$ cat src/rtl/program_loader.sv
// Boot-time loader: receives a framed byte stream, assembles instructions,
// writes them to program memory and releases the CPU once the checksum matches.
module program_loader #(
   parameter int P_SIZE = 6,
   parameter int I_SIZE = 24
) (
   input  logic              clk,
   input  logic              rst,
   input  logic [7:0]        inData,
   input  logic              inValid,
   output logic              inReady,
   output logic              wrEn,
   output logic [P_SIZE-1:0] wrAddr,
   output logic [I_SIZE-1:0] wrData,
   output logic              cpuHold,
   output logic              done,
   output logic              error
);

   localparam int BPI = I_SIZE / 8;
   localparam int IW  = (BPI > 1) ? $clog2(BPI) : 1;
   localparam int CW  = P_SIZE + 1;
   // Largest legal word count; an 8-bit COUNT can never exceed it beyond P_SIZE=8.
   localparam logic [8:0]    MAX_K    = (P_SIZE >= 8) ? 9'd256 : 9'(2 ** P_SIZE);
   localparam logic [7:0]    SYNC     = 8'hA5;
   localparam logic [IW-1:0] LAST_IDX = IW'(BPI - 1);

   typedef enum logic [2:0] {
      IDLE  = 3'd0,
      COUNT = 3'd1,
      DATA  = 3'd2,
      WRITE = 3'd3,
      CHECK = 3'd4,
      DONE  = 3'd5,
      ERROR = 3'd6
   } state_t;

   function automatic logic [7:0] csumAdd(input logic [7:0] sum, input logic [7:0] value);
      return sum + value;
   endfunction

   state_t          state_r;
   state_t          nextState_s;
   logic [7:0]      accum_r;
   logic [7:0]      accum_s;
   logic [I_SIZE-1:0] shift_r;
   logic [I_SIZE-1:0] shift_s;
   logic [CW-1:0]   wordCnt_r;
   logic [CW-1:0]   wordCnt_s;
   logic [CW-1:0]   count_r;
   logic [CW-1:0]   count_s;
   logic [IW-1:0]   byteIdx_r;
   logic [IW-1:0]   byteIdx_s;
   logic            accept_s;

   assign inReady  = ~rst & (state_r != WRITE);
   assign accept_s = inValid & inReady;

   assign wrEn    = (state_r == WRITE);
   assign wrAddr  = wordCnt_r[P_SIZE-1:0];
   assign wrData  = shift_r;
   assign cpuHold = (state_r != DONE);
   assign done    = (state_r == DONE);
   assign error   = (state_r == ERROR);

   // State register.
   always_ff @(posedge clk or posedge rst) begin
      if (rst) begin
         state_r <= IDLE;
      end else begin
         state_r <= nextState_s;
      end
   end

   // Next-state and datapath next values.
   always_comb begin
      nextState_s = state_r;
      accum_s     = accum_r;
      shift_s     = shift_r;
      wordCnt_s   = wordCnt_r;
      count_s     = count_r;
      byteIdx_s   = byteIdx_r;
      case (state_r)
         IDLE: begin
            if (accept_s && (inData == SYNC)) begin
               nextState_s = COUNT;
            end else begin
               nextState_s = IDLE;
            end
         end
         COUNT: begin
            if (accept_s) begin
               accum_s   = inData;
               count_s   = CW'(inData);
               wordCnt_s = {CW{1'b0}};
               byteIdx_s = {IW{1'b0}};
               if ((inData == 8'd0) || ({1'b0, inData} > MAX_K)) begin
                  nextState_s = ERROR;
               end else begin
                  nextState_s = DATA;
               end
            end else begin
               nextState_s = COUNT;
            end
         end
         DATA: begin
            if (accept_s) begin
               // Bytes arrive most-significant first, so shift in from the bottom.
               shift_s = I_SIZE'({shift_r, inData});
               accum_s = csumAdd(accum_r, inData);
               if (byteIdx_r == LAST_IDX) begin
                  byteIdx_s   = {IW{1'b0}};
                  nextState_s = WRITE;
               end else begin
                  byteIdx_s   = byteIdx_r + IW'(1);
                  nextState_s = DATA;
               end
            end else begin
               nextState_s = DATA;
            end
         end
         WRITE: begin
            wordCnt_s = wordCnt_r + CW'(1);
            if (wordCnt_s == count_r) begin
               nextState_s = CHECK;
            end else begin
               nextState_s = DATA;
            end
         end
         CHECK: begin
            if (accept_s) begin
               if (inData == accum_r) begin
                  nextState_s = DONE;
               end else begin
                  nextState_s = ERROR;
               end
            end else begin
               nextState_s = CHECK;
            end
         end
         DONE, ERROR: begin
            if (accept_s && (inData == SYNC)) begin
               nextState_s = COUNT;
            end else begin
               nextState_s = state_r;
            end
         end
         default: begin
            nextState_s = IDLE;
         end
      endcase
   end

   // Datapath registers: checksum, shift register, counters.
   always_ff @(posedge clk or posedge rst) begin
      if (rst) begin
         accum_r   <= 8'd0;
         shift_r   <= {I_SIZE{1'b0}};
         wordCnt_r <= {CW{1'b0}};
         count_r   <= {CW{1'b0}};
         byteIdx_r <= {IW{1'b0}};
      end else begin
         accum_r   <= accum_s;
         shift_r   <= shift_s;
         wordCnt_r <= wordCnt_s;
         count_r   <= count_s;
         byteIdx_r <= byteIdx_s;
      end
   end

endmodule
$ cat config.mk
export PLATFORM = sky130hd
export DESIGN_NAME = program_loader
export DESIGN_NICKNAME = d
export VERILOG_FILES = /design/src/rtl/program_loader.sv
export SDC_FILE = /design/constraint.sdc
export NUM_CORES = 1
export LEC_CHECK = 0
export BUFFER_PORTS_ARGS = -buffer_cell sky130_fd_sc_hd__buf_2
export CAP_MARGIN = 40
export CORE_UTILIZATION = 40
export CTS_CLUSTER_SIZE = 25
export DETAILED_ROUTE_END_ITERATION = 6
export SYNTH_ARGS = -nofsm -noshare
export SYNTH_HDL_FRONTEND = slang
export SYNTH_SLANG_ARGS = --single-unit
$ cat constraint.sdc
create_clock -name clk -period 3.8 [get_ports clk]
set_input_delay 0.38 -clock clk [delete_from_list [all_inputs] [get_ports clk]]
set_output_delay 0.38 -clock clk [all_outputs]
set_load 0.005 [all_outputs]
-- Word level (Yosys, flattened, before mapping)
Cells that the tools add are included.
- $add $sub $neg: 3
- $lt $le $gt $ge: 1
- eq/ne operators: 15
- muxes and demuxes: 19
- bitwise logic cells: 3
- reductions and logical operators: 11
- operator list (operator ; count):
    two-way mux 3 bit ; 6
    case mux 3 bit (6 select lines) ; 1
    two-way mux 8 bit ; 2
    case mux 8 bit (2 select lines) ; 1
    case mux 7 bit (2 select lines) ; 1
    == test 3 bit (second input constant) ; 3
    adder 8 bit ; 1
    == test 8 bit ; 1
    == test 8 bit (second input constant) ; 1
    greater-than comparator 8 x 7 -> 1 bit (second input constant) ; 1
    logical NOT 8 bit ; 1
    two-way mux 2 bit ; 4
    adder 7 x 1 -> 7 bit (second input constant) ; 1
    == test 7 bit ; 1
    two-way mux 7 bit ; 1
    == test 3 x 2 -> 1 bit (second input constant) ; 2
    inequality test 2 bit (second input constant) ; 3
    AND reduction 2 bit ; 3
    case mux 2 bit (2 select lines) ; 1
    nonzero test 2 bit ; 2
    == test 3 x 1 -> 1 bit (second input constant) ; 1
    logical NOT 3 bit ; 1
    inequality test 3 x 2 -> 1 bit (second input constant) ; 1
    inequality test 3 bit (second input constant) ; 1
    other kinds (9) ; 11
- bits in registers: 51
- input port bits: 11
- output and inout port bits: 35
- logic and storage cells: 58

-- Logic depth before layout (Yosys ltp)
Gate-level depths: netlist of run 1.
- depth after elaboration: 6
- gate-level depth with buffers: 9
- gate-level depth less buffers: 9

-- Worst setup path after synthesis of run 1
Ideal clock, no wire load.
- path kind: input-to-reg
- start point: input inData[4]
- end point: register accum_r[7]
- setup time: 0.121 ns
- arrival: 1.731 ns
- data required time: 3.679 ns
- slack: 1.948 ns
- stages: 7
- cells stage by stage: ha_1 -> nand3_1 -> o2111a_1 -> nor3_4 -> mux2i_1 -> nor2_1 -> o22a_1
- longest elaborated chain between the ends: 3
- ends and longest elaborated chain (item ; RTL line ; source):
    start, declared ; 9 ; input logic [7:0] inData,
    adder 8 bit ; 39 ; return sum + value;
    two-way mux 8 bit ; 107 ; if (accept_s) begin
    case mux 8 bit (2 select lines) ; 83 ; case (state_r)
    end signal, assigned ; 163 ; accum_r <= accum_s;
    end, declared ; 44 ; logic [7:0] accum_r;
No other way between the ends. The select of a mux whose other input is x is not followed.
A chain may end at the register's enable or synchronous reset.

-- Worst setup path after layout of run 1
- start point: register state_r[1]
- end point: register shift_r[17], in the netlist wrData[17]
- longest elaborated chain between the ends: 4
- ends and longest elaborated chain (item ; RTL line ; source):
    start, declared ; 42 ; state_t state_r;
    start signal, assigned ; 71 ; state_r <= nextState_s;
    inequality test 3 x 2 -> 1 bit ; 56 ; assign inReady = ~rst & (state_r != WRITE);
    AND 1 bit ; 56 ;
    AND 1 bit ; 57 ; assign accept_s = inValid & inReady;
    AND reduction 2 bit (no source line) (*) ; - ;
    end signal, assigned ; 158 ; shift_r <= {I_SIZE{1'b0}};
    end signal, assigned ; 164 ; shift_r <= shift_s;
    end, declared ; 46 ; logic [I_SIZE-1:0] shift_r;
Mark *: on every way between the ends. The rest lies on a longest branch, timed or not.

==> results of run 1 <==
==> stage by stage <==
| stage | worst slack (ps) | area (um^2) | instances |
|---|---|---|---|
| after floorplan | 1950 | 2750 | 258 |
| after global placement | 1720 | 2980 | 366 |
| after detailed placement | 1670 | 2980 | 366 |
| after CTS | 1760 | 3070 | 374 |
| after global routing | 1580 | 3070 | 374 |
| final | 1740 | 3070 | 374 |
==> path summary, 6_finish.rpt <==
path,end,from
max in group asynchronous,accum_r[2],rst
setup / recovery,wrData[17],state_r[1]
min in group clk,count_r[2],inData[2]
setup reg to reg,wrData[17],state_r[1]
hold / removal,wordCnt_r[4],rst
hold reg to reg,byteIdx_r[0],byteIdx_r[0]
==> sequential cells by signal, indices dropped and copies added (netlist names) <==
name       flops
count_r        7
accum_r        8
wrData        24
wordCnt_r      7
state_r        3
byteIdx_r      2
==> critical path, stage by stage, from the launching register on <==
cell,delay (ps)
dfrtp_1,540
nor2b_2,260
and2_1,400
nand2_4,320
mux2_1,420
==> area by class of cell <==
type | instances | area, um^2
multi-input combinational | 182 | 1330
tap | 77 | 96.3
timing repair buffer | 46 | 233
inverter | 10 | 37.5
fill | 614 | 3420
sequential | 51 | 1280
clock inverter | 3 | 28.8
clock buffer | 5 | 68.8
==> logic make-up (layout without fill, tap and decap cells) <==
family | Yosys count | count (layout) | synth area share [%]
simple gates | 76 | 76 | 14.5
fa+ha+maj | 10 | 10 | 4.73
mux | 32 | 32 | 12.9
buf+inv | 25 | 64 | 5.10
flops | 51 | 51 | 46.4
compound gates | 47 | 47 | 10.9
xor+xnor | 17 | 17 | 5.42
==> placed cells by master, fill, tap and decap left out, types with 5 or more instances in the layout <==
master / Yosys / final
a21oi_1: 6 / 6
xnor2_1: 12 / 12
nor2b_1: 5 / 5
ha_1: 8 / 8
mux2_1: 28 / 28
o21ai_0: 5 / 5
xor2_1: 5 / 5
buf_2: 4 / 45
inv_1: 9 / 8
dfrtp_1: 51 / 51
nand2_1: 29 / 29
nand3_1: 7 / 7
o21ai_1: 15 / 15
clkbuf_8: 0 / 5
nor2_1: 14 / 14
==> power breakdown <==
group          total, mW  internal [mW]  switching, mW
clock              0.331          0.137          0.194
combinational      0.951          0.470          0.481
sequential         0.968          0.773          0.195
total               2.25           1.38          0.870
==> layer usage <==
metal  vias up  share of wire (%)  GRT usage, %
met1       939                 49          22.9
met5         -                  0             0
met4         0               0.56          3.24
met3         4                3.6          3.50
met2        38                 47          26.4
li1        972                  -             -
==> flow_metrics.tcl, run 1 <==
set metrics [dict create \
    synth_ff_type "dfrtp_1" \
    cp.required_ps 4000 \
    die_w_um 84.9 \
    drive_above_1_share_pct 21.9 \
    grt_pass1_vias 1883 \
    postCtsSetupBuffers 0 \
    syn-cell-area_mm2 0.00275 \
    root_buffer "clkbuf_8" \
    cts_buffer_depth 2 \
    fin_skew_ps 11.7 \
    synth_seq_area_share_pct 46.4 \
    ys_ff_latch 51 \
    routed_wl_um 5520 \
    clock_latency_ps 310 \
    ioPinCount 46 \
    start_util_pct 42.3 \
    worstPathMaxFanout 28 \
    ff2ff_setup_slack_ps 1740 \
    cts_resized 0 \
    core_mm2 0.00649 \
    yosysMostFrequentCell "dfrtp_1" \
    cts_tree "built" \
    wire_per_inst_um 14.7 \
    violations "DRC" \
    hold_violations 0 \
    synth_top_area_share_pct 46.4 \
    portBuffers 45 \
    relSlewSlack_pct 51.6 \
    numCtsBuffers 5 \
    h-tree-depth 2 \
    die_y_um 84.9 \
    remaining_drc_errors 1 \
    globalRouteTotalUtil_pct 16.3 \
    ys_types 47 \
    peakVddDrop_mv 0.324 \
    drv_cap 0 \
    finalSetupTns_ps 0 \
    worst-endpoint-arrival_ps 2260 \
    antenna-diode-count 0 \
    antenna_found_initial 0 \
    status "finished, violations left" \
    synth_common_cells "51 x dfrtp_1, 29 x nand2_1, 28 x mux2_1, 15 x o21ai_1, 14 x nor2_1" \
    grt_overflow 0 \
    synth_nets 278 \
    p_per_area_mw_per_mm2 732 \
    cp-end-kind "register" \
    drt-initial-drc-count 81 \
    syn_to_final_growth_pct 11.8 \
    yosysTopAreaCell "dfrtp_1" \
    finalSetupViolCount 0 \
    maxSlewViolCount 0 \
    crit_type "register to register" \
    hold_ws_ps 127 \
    fin_util_pct 47.3 \
    yosys_warnings 0 \
    clock-sinks 51 \
    tightest_slew_ps 726 \
    synthCells 258 \
    rows 29 \
    grt_first_pass_wirelength_um 9320 \
    synth_area_leaders "dfrtp_1 46%, mux2_1 11%, nand2_1 4.0%" \
    clk_pin_slew_ps 110 \
    dr.pass1.iters 6 \
    avgSynthCellArea_um2 10.7 \
    hp-class "input pin to asynchronous set/reset pin" \
    dpl.hpwl_um 4030 \
    drtAntennaViolNets 0 \
    total_power_mw 2.25 \
    holdBufCountCts 0 \
    async_flop_share_pct 100 \
    max_freq_mhz 485 \
    fin_crit_sh_pct 54.2 \
    finalWeightedCongestion 0.813 \
    min_period_ps 2060 \
    design.die.area_mm2 0.00721 \
    synth_edf_count 0 \
    via_per_inst 5.22 \
    reg2regPathDepth 4 \
    grt_max_degree 30 \
    leakagePower_nw 1.49 \
    startpoint_type "register" \
    rsz0062_at_grt "false" \
    vias 1953 \
    nNetsFinal 316 \
]
Power figures use the tool's default switching activity.
==> run 2: changes to the inputs <==
clock period = 1.96 ns   (was 3.8 ns; I/O delays follow)
==> flow_metrics.tcl, run 2 (same netlist as run 1, synthesis figures left out) <==
set metrics [dict create \
    status "finished, final reports clean" \
    finalSetupTns_ps 0 \
    wl_met3_um 183 \
    rsz0062_at_grt "false" \
    fin_skew_ps 4.45 \
    dpl.hpwl_um 3970 \
    antenna-diode-count 0 \
    design.die.area_mm2 0.00721 \
    cp-end-kind "register" \
    rows 29 \
    wire_per_inst_um 14.1 \
    numCtsBuffers 5 \
    min_from "inData[3]" \
    via_per_inst 5.22 \
    startpoint_type "register" \
    seq_power_share_pct 40.1 \
    antenna_found_initial 0 \
    syn_to_final_growth_pct 16.8 \
    drtAntennaViolNets 0 \
    cts_buffer_depth 2 \
    power_frac_clock_pct 17.0 \
    die_y_um 84.9 \
    maxSlewViolCount 0 \
    final_cell_mix "51 x dfrtp_1, 45 x buf_2, 29 x nand2_1" \
    grt_pass1_vias 1960 \
    ioPinCount 46 \
    die_w_um 84.9 \
    p_switching_mw 1.67 \
    root_buffer "clkbuf_8" \
    hold_depth 2 \
    p_sw_share_pct 36.5 \
    drive_above_1_share_pct 25.2 \
    relSlewSlack_pct 72.8 \
    worstPathMaxFanout 6 \
    r2r_start "accum_r[4]" \
    dp_cells 377 \
    ff2ff_setup_slack_ps 90 \
    h-tree-depth 2 \
    fin_util_pct 49.4 \
    pwr-share-comb_pct 42.9 \
    wl_met2_um 2440 \
    highest_layer "met4" \
    hold_violations 0 \
    core_mm2 0.00649 \
    crit_type "register to register" \
    dr.pass1.iters 6 \
    worst-endpoint-arrival_ps 2080 \
    peakVddDrop_mv 0.798 \
    finalWeightedCongestion 0.826 \
    timing.rr.end "accum_r[7]" \
    nFillCells 608 \
    nNetsFinal 328 \
    drv_cap 0 \
    cts_tree "built" \
    min_period_ps 1870 \
    final_cells 386 \
    reg2regPathDepth 7 \
    clock_latency_ps 310 \
    grt_first_pass_wirelength_um 9360 \
    clock-sinks 51 \
    tightest_slew_ps 405 \
    p_per_area_mw_per_mm2 1430 \
    pre_cts_ws_ps 16.5 \
    largest_reg_flops 24 \
    drt-initial-drc-count 63 \
    remaining_drc_errors 0 \
    fin_crit_sh_pct 95.6 \
    max_freq_mhz 533 \
    clk_pin_slew_ps 90 \
    globalRouteTotalUtil_pct 16.5 \
    grt_max_degree 52 \
    portBuffers 45 \
    finalSetupViolCount 0 \
    vias 2014 \
    start_util_pct 42.3 \
    cp.required_ps 2160 \
    fin_ws_ps 85.4 \
    p_int_mw 2.91 \
    whs_endpoint "count_r[3]" \
    layout.cells.most_common "dfrtp_1" \
    leakagePower_nw 1.56 \
    drt-met1-wl_um 2710 \
    routed_wl_um 5430 \
    hp-class "input pin to register" \
    grt_overflow 0 \
]
[run 2: layout make-up]
| class | instances | area (um^2) | share of cell area (%) |
|---|---|---|---|
| Tap cell | 77 | 96.3 | 3.00 |
| Clock inverter | 2 | 38.8 | 1.21 |
| Sequential cell | 51 | 1280 | 39.8 |
| Inverter | 10 | 37.5 | 1.17 |
| Multi-Input combinational cell | 182 | 1340 | 41.8 |
| Clock buffer | 6 | 82.6 | 2.57 |
| Timing Repair Buffer | 58 | 338 | 10.5 |
[run 2: routing by layer]
layer,up-vias,global-route usage (%)
met5,-,0
met4,0,5.70
met3,9,3.02
met2,43,26.6
met1,968,22.5
li1,994,-
[run 2: worst max path at each step]
stage,start,end,cells after the start
2_1_floorplan,accum_r[4],accum_r[7],7
3_3_place_gp,accum_r[4],accum_r[7],7
3_5_place_dp,accum_r[4],accum_r[7],7
4_1_cts,accum_r[4],accum_r[7],7
5_1_grt,accum_r[5],state_r[1],6
6_report,accum_r[4],accum_r[7],7
[run 2: power by group through the flow]
stage                     combinational (mW)  clock (mW)  sequential, mW
after floorplan                         1.44           0            1.81
after global placement                  1.94           0            1.85
after detailed placement                1.98           0            1.86
after CTS                               1.98       0.809            1.84
after global routing                    2.20       0.845            1.92
final                                   1.97       0.779            1.84
[run 2: per-stage QoR]
step | power, mW | instance area (um^2) | hold slack [ps]
floorplan | 3.25 | 2750 | 328
global placement | 3.79 | 3070 | 285
detailed placement | 3.84 | 3070 | 290
CTS | 4.64 | 3200 | 204
global route | 4.96 | 3210 | 209
finish | 4.59 | 3210 | 203
[run 2: repair_timing]
action / 4_1_cts / 5_1_grt
gates resized for setup: 0 / 2
endpoints found under the setup margin: 0 / 2
hold buffers: 1 / 0
buffers inserted: 0 / 0
hold endpoints to repair: 51 / 0
[run 2: critical path, stage by stage, from the launching register on]
cell and delay (ps):
dfrtp_1 390, ha_2 380, nand3_1 110, o2111a_1 280, nor3_4 170, mux2i_1 200, nor2_1 50, o22a_1 180
